<file path="src/rtl/cast_float_to_int_seq_if.sv">
// Handshake bus for the float-to-int cast stage: operand in, integer result out.
interface cast_float_to_int_seq_if;
  logic        in_valid;
  logic        in_ready;
  logic [31:0] in;
  logic        is_signed;
  logic        out_valid;
  logic        out_ready;
  logic [31:0] out;
  logic        invalid;
  logic        inexact;

  modport master (
    output in_valid, in, is_signed, out_ready,
    input  in_ready, out_valid, out, invalid, inexact
  );

  modport slave (
    input  in_valid, in, is_signed, out_ready,
    output in_ready, out_valid, out, invalid, inexact
  );
endinterface

</file>
<file path="src/rtl/cast_float_to_int_seq.sv">
// IEEE-754 single to 32-bit integer, round toward zero, using a STEP-bit-per-cycle
// iterative shifter. One operand in flight; results held until consumed.
module cast_float_to_int_seq #(
  parameter int unsigned STEP = 4  // 1, 2, 4 or 8
) (
  input  logic                     clk,
  input  logic                     clr,
  cast_float_to_int_seq_if.slave   bus
);

  localparam int unsigned DW = 32;
  localparam int unsigned CW = 5;

  typedef enum logic [1:0] {IDLE, SHIFT, NEGATE, DONE} state_e;

  state_e          state_q, state_d;
  logic [DW-1:0]   acc_q, acc_d;
  logic [CW-1:0]   rem_q, rem_d;
  logic            left_q, left_d;
  logic            neg_q, neg_d;
  logic            sticky_q, sticky_d;
  logic [DW-1:0]   out_q, out_d;
  logic            invalid_q, invalid_d;
  logic            inexact_q, inexact_d;
  logic            in_ready_q, in_ready_d;
  logic            out_valid_q, out_valid_d;

  logic            sgn;
  logic [7:0]      exp8;
  logic [22:0]     man;
  logic            spec_hit;
  logic [DW-1:0]   spec_out;
  logic            spec_inv;
  logic            spec_inx;
  logic            norm_left;
  logic [CW-1:0]   norm_cnt;

  logic [CW-1:0]   step_amt;
  logic [DW-1:0]   mask;
  logic [DW-1:0]   shifted;
  logic            lost;
  logic [DW-1:0]   negated;

  assign bus.in_ready  = in_ready_q;
  assign bus.out_valid = out_valid_q;
  assign bus.out       = out_q;
  assign bus.invalid   = invalid_q;
  assign bus.inexact   = inexact_q;

  // Classify the incoming operand; special cases resolve on the accept edge.
  always_comb begin
    sgn      = bus.in[31];
    exp8     = bus.in[30:23];
    man      = bus.in[22:0];
    spec_hit = 1'b1;
    spec_out = '0;
    spec_inv = 1'b0;
    spec_inx = 1'b0;
    if (exp8 == 8'hFF && man != 23'd0) begin
      spec_out = bus.is_signed ? 32'h7FFF_FFFF : 32'hFFFF_FFFF;
      spec_inv = 1'b1;
    end else if (exp8 < 8'd127) begin
      spec_inx = |bus.in[30:0];
    end else if (bus.is_signed) begin
      // -2^31 exactly is representable and takes the normal path
      if (exp8 >= 8'd158 && !(sgn && exp8 == 8'd158 && man == 23'd0)) begin
        spec_out = sgn ? 32'h8000_0000 : 32'h7FFF_FFFF;
        spec_inv = 1'b1;
      end else begin
        spec_hit = 1'b0;
      end
    end else if (sgn) begin
      spec_inv = 1'b1;
    end else if (exp8 >= 8'd159) begin
      spec_out = 32'hFFFF_FFFF;
      spec_inv = 1'b1;
    end else begin
      spec_hit = 1'b0;
    end
    norm_left = (exp8 >= 8'd150);
    norm_cnt  = norm_left ? CW'(exp8 - 8'd150) : CW'(8'd150 - exp8);
  end

  // One iteration of the shifter plus the negation datapath.
  always_comb begin
    step_amt = (rem_q <= CW'(STEP)) ? rem_q : CW'(STEP);
    mask     = DW'((33'd1 << step_amt) - 33'd1);
    shifted  = left_q ? (acc_q << step_amt) : (acc_q >> step_amt);
    lost     = !left_q && (|(acc_q & mask));
    negated  = ~acc_q + 32'd1;
  end

  always_comb begin
    state_d     = state_q;
    acc_d       = acc_q;
    rem_d       = rem_q;
    left_d      = left_q;
    neg_d       = neg_q;
    sticky_d    = sticky_q;
    out_d       = out_q;
    invalid_d   = invalid_q;
    inexact_d   = inexact_q;
    in_ready_d  = 1'b0;
    out_valid_d = 1'b0;

    unique case (state_q)
      IDLE: begin
        if (bus.in_valid && in_ready_q) begin
          if (spec_hit) begin
            out_d     = spec_out;
            invalid_d = spec_inv;
            inexact_d = spec_inx;
            state_d   = DONE;
          end else begin
            acc_d    = {8'b0, 1'b1, man};
            left_d   = norm_left;
            rem_d    = norm_cnt;
            neg_d    = bus.is_signed & sgn;
            sticky_d = 1'b0;
            if (norm_cnt != '0) begin
              state_d = SHIFT;
            end else if (bus.is_signed & sgn) begin
              state_d = NEGATE;
            end else begin
              out_d     = {8'b0, 1'b1, man};
              invalid_d = 1'b0;
              inexact_d = 1'b0;
              state_d   = DONE;
            end
          end
        end
      end
      SHIFT: begin
        acc_d    = shifted;
        sticky_d = sticky_q | lost;
        rem_d    = rem_q - step_amt;
        if (rem_q <= CW'(STEP)) begin
          if (neg_q) begin
            state_d = NEGATE;
          end else begin
            out_d     = shifted;
            invalid_d = 1'b0;
            inexact_d = sticky_q | lost;
            state_d   = DONE;
          end
        end
      end
      NEGATE: begin
        acc_d     = negated;
        out_d     = negated;
        invalid_d = 1'b0;
        inexact_d = sticky_q;
        state_d   = DONE;
      end
      DONE: begin
        if (bus.out_ready) state_d = IDLE;
      end
      default: state_d = IDLE;
    endcase

    in_ready_d  = (state_d == IDLE);
    out_valid_d = (state_d == DONE);
  end

  always_ff @(posedge clk or negedge clr) begin
    if (!clr) begin
      state_q     <= IDLE;
      acc_q       <= '0;
      rem_q       <= '0;
      left_q      <= 1'b0;
      neg_q       <= 1'b0;
      sticky_q    <= 1'b0;
      out_q       <= '0;
      invalid_q   <= 1'b0;
      inexact_q   <= 1'b0;
      in_ready_q  <= 1'b0;
      out_valid_q <= 1'b0;
    end else begin
      state_q     <= state_d;
      acc_q       <= acc_d;
      rem_q       <= rem_d;
      left_q      <= left_d;
      neg_q       <= neg_d;
      sticky_q    <= sticky_d;
      out_q       <= out_d;
      invalid_q   <= invalid_d;
      inexact_q   <= inexact_d;
      in_ready_q  <= in_ready_d;
      out_valid_q <= out_valid_d;
    end
  end

endmodule
</file>
<file path="src/flat_wrapper.sv">
// flat-port wrapper written by rule: the top's interface ports become plain ports
module cast_float_to_int_seq_flat 
#(
  parameter int unsigned STEP = 4                 
)
  (clk, clr, bus_in_valid, bus_in, bus_is_signed, bus_out_ready, bus_in_ready, bus_out_valid, bus_out, bus_invalid, bus_inexact);
  cast_float_to_int_seq_if bus_i ();
  input  logic clk;
  input  logic clr;
  input wire logic [$bits(bus_i.in_valid)-1:0] bus_in_valid;
  input wire logic [$bits(bus_i.in)-1:0] bus_in;
  input wire logic [$bits(bus_i.is_signed)-1:0] bus_is_signed;
  input wire logic [$bits(bus_i.out_ready)-1:0] bus_out_ready;
  output wire logic [$bits(bus_i.in_ready)-1:0] bus_in_ready;
  output wire logic [$bits(bus_i.out_valid)-1:0] bus_out_valid;
  output wire logic [$bits(bus_i.out)-1:0] bus_out;
  output wire logic [$bits(bus_i.invalid)-1:0] bus_invalid;
  output wire logic [$bits(bus_i.inexact)-1:0] bus_inexact;
  assign bus_i.in_valid = bus_in_valid;
  assign bus_i.in = bus_in;
  assign bus_i.is_signed = bus_is_signed;
  assign bus_i.out_ready = bus_out_ready;
  assign bus_in_ready = bus_i.in_ready;
  assign bus_out_valid = bus_i.out_valid;
  assign bus_out = bus_i.out;
  assign bus_invalid = bus_i.invalid;
  assign bus_inexact = bus_i.inexact;
  cast_float_to_int_seq #(.STEP(STEP)) u_core (.clk(clk), .clr(clr), .bus(bus_i));
endmodule
</file>
<file path="config.mk">
export PLATFORM = sky130hd
export DESIGN_NAME = cast_float_to_int_seq_flat
export DESIGN_NICKNAME = d
export VERILOG_FILES = /design/src/rtl/cast_float_to_int_seq_if.sv /design/src/rtl/cast_float_to_int_seq.sv /design/src/flat_wrapper.sv
export SDC_FILE = /design/constraint.sdc
export NUM_CORES = 1
export LEC_CHECK = 0
export CORE_MARGIN = 2
export CORE_UTILIZATION = 70
export DETAILED_ROUTE_END_ITERATION = 7
export DONT_BUFFER_PORTS = 1
export PLACE_DENSITY = 0.91
export SYNTH_ARGS = -nofsm -noshare
export SYNTH_HDL_FRONTEND = slang
export SYNTH_SLANG_ARGS = --single-unit
</file>
<file path="constraint.sdc">
create_clock -name clk -period 9 [get_ports clk]
set_input_delay 1.8 -clock clk [delete_from_list [all_inputs] [get_ports clk]]
set_output_delay 1.8 -clock clk [all_outputs]
set_load 0.1 [all_outputs]
</file>
# == Word-level counts from Yosys, hierarchy flattened ==
# Index checks and enable logic that the tools add are counted.
# classes
add_sub_neg,5
n_lt_le_gt_ge,5
eq_ne,12
shift,3
n_mux,57
bitwise,5
reduce_logical,21
# ops
cell,count
two-way mux 32 bit,17
case mux 32 bit (3 select lines),2
"adder 32 x 1 -> 32 bit, second input constant",1
AND 32 bit,1
NOT 32 bit,1
OR reduction 32 bit,1
"left shift 1 x 5 -> 32 bit, first input constant",1
left shift 32 x 5 -> 32 bit,1
>> shifter 32 x 5 -> 32 bit,1
"subtractor 32 x 1 -> 32 bit, second input constant",1
OR reduction 31 bit,1
">= comparator 8 bit, second input constant",3
two-way mux 1 bit,24
logical NOT 23 bit,1
nonzero test 23 bit,1
two-way mux 5 bit,4
"equality test 8 bit, second input constant",2
two-way mux 2 bit,5
case mux 5 bit (2 select lines),1
AND reduction 3 bit,3
"< comparator 8 x 7 -> 1 bit, second input constant",1
case mux 2 bit (4 select lines),1
"equality test 2 bit, second input constant",3
logical AND 1 bit,6
other kinds (19),25
# word_totals
register_bits,78
input_bits,37
out_inout_bits,36
word_cells,119

# == Logic depth before layout (Yosys ltp) ==
# logic_depth
ltp_word,13
depth_mapped,12
depth_no_buf,9

# == Worst setup path after synthesis ==
# Ideal clock, no wire load.
# synth_path
kind,input port to flip-flop
start,input bus_in[30]
end,register u_core.acc_q[24]
setup_ns,0.125
arrival_time_ns,3.945
required_time_ns,8.875
path_slack_ns,4.931
path_stages,10
path_buffers,4
path_cell_list,clkbuf_1 -> and4_1 -> clkbuf_1 -> and4_1 -> o221ai_1 -> o31ai_1 -> nand2b_1 -> clkbuf_1 -> clkbuf_1 -> mux2_2
# synth_between
elab_chain_cells,11
elab_cells_between_ends,18
cone_classes,order compare (3); eq/ne (3); mux (6); reduce/logical (6)
# synth_lines
element,line,text
from (decl),flat_wrapper.sv:11,input wire logic [$bits(bus_i.in)-1:0] bus_in;
branches (longest 8 deep; another with >= comparator 8 bit),n/a,
two-way mux 1 bit (*),cast_float_to_int_seq.sv:59,if (exp8 == 8'hFF && man != 23'd0) begin
!= test 2 bit (no line) (*),n/a,
AND reduction 3 bit (no line) (*),n/a,
to (signal assigned),cast_float_to_int_seq.sv:168,acc_q <= '0;
to (signal assigned),cast_float_to_int_seq.sv:180,acc_q <= acc_d;
to (decl),cast_float_to_int_seq.sv:17,"logic [DW-1:0] acc_q, acc_d;"
# Mark *: on every way between the ends.
# A chain may end at the register's enable or synchronous reset.

# == Worst setup path after layout ==
# layout_path
start,input bus_in[15]
end,register u_core.acc_q[18]
# layout_between
elab_chain_cells,10
elab_cells_between_ends,12
cone_classes,eq/ne (1); mux (4); reduce/logical (7)
# layout_lines
element,line,text
logical NOT 23 bit,cast_float_to_int_seq.sv:66,if (exp8 >= 8'd158 && !(sgn && exp8 == 8'd158 && man == 23'd0)) begin
logical AND 1 bit,cast_float_to_int_seq.sv:66,
logical NOT 1 bit,cast_float_to_int_seq.sv:66,
logical AND 1 bit,cast_float_to_int_seq.sv:66,
two-way mux 1 bit,cast_float_to_int_seq.sv:66,
two-way mux 1 bit,cast_float_to_int_seq.sv:64,end else if (bus.is_signed) begin
two-way mux 1 bit,cast_float_to_int_seq.sv:62,end else if (exp8 < 8'd127) begin
two-way mux 1 bit (*),cast_float_to_int_seq.sv:59,
!= test 2 bit (no line) (*),n/a,
AND reduction 3 bit (no line) (*),n/a,
# Mark *: on every way between the ends. The rest lies on a longest branch, timed or not.

==> impl_metrics.tcl <==
set metrics [dict create \
    status "complete, no violations" \
    drtAntennaViolNets 0 \
    vdd_drop_max_mv 0.3965 \
    start_util_pct 71.27 \
    switchingPower_w 0.001962 \
    min_path_cells 2 \
    worstPathRequired_ns 9.35 \
    fin_crit_ns 4.827 \
    first_pass_iters 6 \
    synth_edf_count 0 \
    drive_gt1_share_pct 11.38 \
    routed_wl_um 23780 \
    max_freq_mhz 207.2 \
    cts_hold_buf 0 \
    pre_cts_slack_ns 4.041 \
    slew_headroom_pct 13.79 \
    hold_class "reg2reg" \
    worst_setup_path_end_kind "flip-flop" \
    row_count 38 \
    drv_cap 0 \
    reg2reg_depth 10 \
    rsz0062_at_grt "no" \
    power.internal_w 0.001345 \
    pwr-share-seq_pct 38.9 \
    layoutNonFillerInstCount 1046 \
    crit_chain "nor4_1 > and4_1 > a22oi_1 > o31ai_1 > nand2b_2 > a311oi_1 > a21o_1" \
    grt_pass1_wl_um 37500 \
    die_h_um 108.6 \
    cp_slowest_cell "nand2b_2" \
    finalNetCount 951 \
    clock_skew_ns 0.01830 \
    ctsResizeCount 0 \
    hold_violations 0 \
    netlist_area_um2 7659 \
    criticalPathCategory "in2reg" \
    dp.cells 1030 \
    cp_max_fo 61 \
    cellLeakagePower_nw 3.025 \
    grt.overflow.total 0 \
    seq_area_um2 1952 \
    syn-num-nets 1037 \
    design.die.area_um2 11790 \
    syn_avg_cell_area_um2 7.759 \
    crit_arrival_ns 5.17 \
    postSynthCellCount 987 \
    cts_made_buffers 9 \
    cp_slowest_stage_delay_ns 0.82 \
    clkPwrFrac_pct 8.4 \
    via_count 8084 \
    io_buffer_count 0 \
    clk_pin_slew_ns 0.10 \
    grt_start_max_net_pins 79 \
    p_comb_share_pct 52.7 \
    drc 0 \
    layout_setup_ws_ns 4.173 \
    ys.flop_type "dfrtp_1" \
    ys_ff_latch 78 \
    multiInputGateArea_um2 5192 \
    gp_congestion 0.9782 \
    timing.final.crit_share_pct 53.64 \
    hpwl_um 15270 \
    antenna_found_initial 0 \
    synth_area_leaders "dfrtp_1, nand2_1, mux2_2, mux2i_1, clkbuf_1" \
    cts_root_buf "clkbuf_8" \
    synth_top_area_share_pct 25.49 \
    synth_area_leader_cell "dfrtp_1" \
    finalPower_w 0.003307 \
    die_w_um 108.6 \
    cts_max_level 3 \
    post-route-util_pct 71.83 \
    num_io_pins 73 \
    slew_viol_final 0 \
    ctsLongestPathBuffers 2 \
    grt_pass1_vias 7243 \
    start_kind "input pin" \
    fin_tns_setup_ns 0 \
    synth-async-reset-ratio_pct 100.0 \
    yosys_warnings 0 \
    area_delta_synth_final_pct 0.7842 \
    power_density_nw_per_um2 428.5 \
    post_cts_buffers 0 \
    drt_iter0_drc 1394 \
    clk_latency_ns 0.40 \
    core_um2 10750 \
    track_usage_pct 40.73 \
    yosysUniqueCellTypes 73 \
    avgRoutedWirePerCell_um 22.73 \
    yosysSeqAreaShare_pct 25.49 \
    p_sw_share_pct 59.33 \
    worst_pin_slew_ns 1.293 \
    finalSetupViolCount 0 \
    fillers 838 \
    drt-vias-per-instance 7.728 \
    cts_tree "yes" \
    cts_sinks 78 \
]
power groups by stage:
| stage | logic (W) | registers (W) | clock network [W] |
|---|---|---|---|
| final | 0.00174 | 0.00129 | 0.000279 |
| after CTS | 0.00168 | 0.00127 | 0.000279 |
| after global placement | 0.00161 | 0.00126 | 0 |
| after detailed placement | 0.00167 | 0.00127 | 0 |
| after floorplan | 0.00148 | 0.00107 | 0 |
| after global routing | 0.00187 | 0.00130 | 0.000291 |
path summary, 6_finish.rpt:
check	end	from	slack, ns
min in group asynchronous	u_core.acc_q[11]	clr	1.09
setup / recovery	u_core.acc_q[18]	bus_in[15]	4.17
hold reg to reg	u_core.neg_q	u_core.neg_q	0.57
hold / removal	u_core.neg_q	u_core.neg_q	0.57
setup reg to reg	u_core.bus.inexact	u_core.rem_q[0]	4.81
max in group asynchronous	u_core.rem_q[0]	clr	7.78
per-layer routing:
metal	routed length, µm	track usage (%)
met2	10220	57.81
met3	3693	11.15
met5	0	0
met1	8895	57.13
met4	969	19.78
cell usage after synthesis (7+ instances only):
| master | count |
|---|---|
| a21oi_1 | 58 |
| xnor2_1 | 17 |
| or4_1 | 10 |
| buf_1 | 7 |
| ha_1 | 13 |
| o221ai_1 | 10 |
| o22ai_1 | 12 |
| dfrtp_1 | 78 |
| a221o_1 | 8 |
| and3_1 | 8 |
| nor4_1 | 14 |
| mux2_2 | 43 |
| a21boi_0 | 10 |
| a211o_1 | 7 |
| nand4_1 | 8 |
| clkbuf_1 | 93 |
| nand2_1 | 136 |
| buf_2 | 8 |
| or3_1 | 12 |
| a21o_1 | 12 |
| o211ai_1 | 11 |
| nor2_1 | 65 |
| nand3_1 | 17 |
| inv_1 | 24 |
| o31ai_1 | 12 |
| nor3_1 | 30 |
| a211oi_1 | 14 |
| a221oi_1 | 18 |
| mux2i_1 | 38 |
| nand2b_1 | 9 |
| o21ai_0 | 59 |
| xor2_1 | 9 |
| a31oi_1 | 19 |
cells in the final DEF, fill, tap and decap left out, types with 7 or more instances in the layout:
cell type / synthesis / layout
xnor2_1: 17 / 17
ha_1: 13 / 13
nand3_1: 17 / 17
a211o_1: 7 / 7
o211ai_1: 11 / 11
mux2i_1: 38 / 38
a21o_1: 12 / 12
nor3_1: 30 / 29
a221oi_1: 18 / 18
a221o_1: 8 / 8
mux2_2: 43 / 43
clkbuf_8: 0 / 10
o21ai_0: 59 / 59
nand2b_1: 9 / 8
o22ai_1: 12 / 12
or4_1: 10 / 10
xor2_1: 9 / 9
a21boi_0: 10 / 10
o221ai_1: 10 / 10
dfrtp_1: 78 / 78
nand2_1: 136 / 136
and3_1: 8 / 8
buf_4: 0 / 14
or3_1: 12 / 12
inv_1: 24 / 24
nand4_1: 8 / 8
a211oi_1: 14 / 14
a21oi_1: 58 / 58
a31oi_1: 19 / 19
nor4_1: 14 / 14
nor2_1: 65 / 65
o31ai_1: 12 / 12
cell families (layout without fill, tap and decap cells):
kind of cell	count (synthesis)	in the layout	share of synthesized area, %
AOI/OAI and AO/OA	307	307	27.69
and+or+nand+nor	339	339	21.63
DFF	78	78	25.49
xor gates and xnor gates	26	26	2.973
buffers and inverters	136	54	7.090
adders and majority gates	13	13	2.124
muxes	87	87	12.96
other	1	2	0.04896
cell type report:
cell class              count  share of cell area [%]
clock inverters             5                  0.7781
diodes                      1                 0.03242
clock buffers              10                   1.783
inverters                  25                   1.216
repair buffers             14                   1.362
flip-flops and latches     78                   25.29
multi-input cells         773                   67.27
well taps                 140                   2.269
state kept, by name, indices dropped and copies added (netlist names):
register              cells
u_core.bus.invalid        1
u_core.state_q            2
u_core.bus.inexact        1
u_core.rem_q              5
u_core.left_q             1
u_core.bus.out           32
u_core.bus.out_valid      1
u_core.sticky_q           1
u_core.bus.in_ready       1
u_core.acc_q             32
u_core.neg_q              1
critical path: cells and delay by family:
kind,cells,cell delay [ns]
AO/OA/AOI/OAI,4,1.53
AND/OR/NAND/NOR,3,1.80
metrics by stage:
step                      area [µm²]  hold WS, ns
final                           7719       0.5739
after global routing            7716       0.6153
after CTS                       7716       0.5758
after detailed placement        7518       0.5569
after global placement          7518       0.5545
after floorplan                 7659       0.5100
Note: power is estimated with default switching activity, not from simulation.
==> variant (same settings) <==
Set the localparam `CW` to 6 (it was 5).
--- a/src/rtl/cast_float_to_int_seq.sv
+++ b/src/rtl/cast_float_to_int_seq.sv
@@ -9,7 +9,7 @@
 );
 
   localparam int unsigned DW = 32;
-  localparam int unsigned CW = 5;
+  localparam int unsigned CW = 6;
 
   typedef enum logic [1:0] {IDLE, SHIFT, NEGATE, DONE} state_e;
 
Behaviour: same outputs for any inputs over 4 cycles, from zero or initial values; that may be too few to reach the edited logic, so the function may still have changed.
==> variant against the original RTL <==
Sequential cell count up 1. Via count down 0.62%. Routed wire length up 7.1%. Worst setup slack better by 0.40 ns. Area after synthesis up 1.3%. Worst hold slack worse by 0.031 ns. Cell area up 1.8%. Critical path depth up 1. Sequential share of layout area down 0.10 points. Register-to-register slack better by 0.38 ns. Global-route usage up 3.2 points.
Power is not shown: default switching activity piles up to over one toggle a cycle in this logic, so the estimate is an artifact.
==> variant: results (changes against the original RTL) <==
outcome:
  status: "finished, final reports clean"
place:
  dpl.hpwl_um: 17200  # +13%
  preCtsSetupSlack_ns: 4.25  # +0.204 ns
  dpl_cell_area_um2: 7670  # +2.1%
  dp.cells: 1006  # -2.3%
  gp_congestion: 0.994  # +1.7%
critical_path:
  crit_path_max_incr_delay_ns: 0.93  # +0.11 ns
  crit_family: "compound AO/OA/AOI/OAI gates"
  regToRegStartpoint: "u_core.state_q[0]"
  r2r_slack_ns: 5.19  # +0.38 ns
  cp_max_fo: 34  # -44%
  regToRegEndpoint: "u_core.bus.out[29]"
  arrival_ns: 4.70  # -0.47 ns
  reg2regPathDepth: 9  # -1
  cp_slowest_cell: "a21oi_4"
  endpoint: "u_core.bus.out[25]"
  startpoint: "bus_in[24]"
clock_tree:
  post-cts-setup-buffers: 0  # unchanged
  path_clk_slew_ns: 0.09
  clk_latency_ns: 0.39
yosys:
  synthTopCellsByCount: "98 x nor2_1, 81 x nand2_1, 79 x dfrtp_1"
  yosysWarnings: 0  # unchanged
  synth_area_leaders: "dfrtp_1 25%, mux4_2 8.7%, nor2_1 4.7%, a21oi_1 4.5%, mux2_1 4.4%"
  ys_seq_area_share_pct: 25.5  # about the same
  syn_avg_cell_area_um2: 8.19  # +5.6%
  synth_cell_type_count: 79  # +8.2%
global_routing:
  grt_pass1_vias: 7448  # +2.8%
  use_met2_pct: 60.6  # +2.7 points
  grt_antenna_before_repair: 1  # +1
  grt_use_met3_pct: 18.5  # +7.3 points
  grt_max_degree: 80  # +1.3%
  grt_pass1_wl_um: 40100  # +6.8%
  use_met1_pct: 60.4  # +3.3 points
  track_usage_pct: 44.0  # +3.2 points
sta:
  fin_worst_skew_ns: 0.0158  # -0.00252 ns
  period_share_pct: 49.1  # -4.5 points
  worst_pin_slew_ns: 1.32  # +0.0300 ns
drt:
  wl_um: 25500  # +7.1%
  wire_per_inst_um: 24.9  # +9.6%
  drtIter0Drc: 1348  # -3.3%
  drtPass1Iterations: 7  # +1
  avgViaCountPerCell: 7.86  # +1.7%
finish:
  antennaDiodeCount: 0  # -1
  drive_above_1_share_pct: 9.98  # -1.4 points
  fillers: 827  # -1.3%
  fin_nets: 927  # -2.5%
min_path:
  hold_class: "reg -> reg"
## variant: cell types whose count changed after synthesis, moves of 25 or more
cell,before,now
mux4_2,5,30
o21ai_0,59,29
o21ai_1,0,25
nand2_1,136,81
mux2_2,43,14
mux2_1,0,30
clkbuf_1,93,66
nor2_1,65,98
## variant: layer usage
metal | wire [um] | vias to the layer above
met5 | 13 | -
li1 | - | 3400
met3 | 4350 | 133
met4 | 1090 | 2
met1 | 9490 | 3754
met2 | 10500 | 745
## variant: worst min-delay path by stage
stage | start | end | slack, ns | cells after the start
finish | u_core.neg_q | u_core.neg_q | 0.54 | 1
global route | u_core.neg_q | u_core.neg_q | 0.57 | 1
CTS | u_core.neg_q | u_core.neg_q | 0.53 | 1
detailed placement | u_core.neg_q | u_core.neg_q | 0.51 | 1
global placement | u_core.neg_q | u_core.neg_q | 0.47 | 1
floorplan | u_core.neg_q | u_core.neg_q | 0.46 | 1
## variant: cell type report
class	count	area, um^2	share of cell area, %
flip-flops and latches	79	1980	25.2
repair buffers	10	75.1	0.955
multi-input cells	738	5300	67.4
clock inverters	7	61.3	0.780
inverters	39	146	1.86
well taps	140	175	2.23
clock buffers	9	124	1.58
## variant: kinds of logic (layout without fill, tap and decap cells)
| kind of cell | after synthesis | in the layout | synth area share [%] |
|---|---|---|---|
| AOI/OAI and AO/OA | 273 | 273 | 23.3 |
| DFF | 79 | 79 | 25.5 |
| other | 1 | 1 | 0.0483 |
| adders and majority gates | 13 | 13 | 2.10 |
| buffers and inverters | 130 | 65 | 6.60 |
| and+or+nand+nor | 319 | 319 | 20.4 |
| muxes | 103 | 103 | 18.8 |
| xor gates and xnor gates | 29 | 29 | 3.27 |
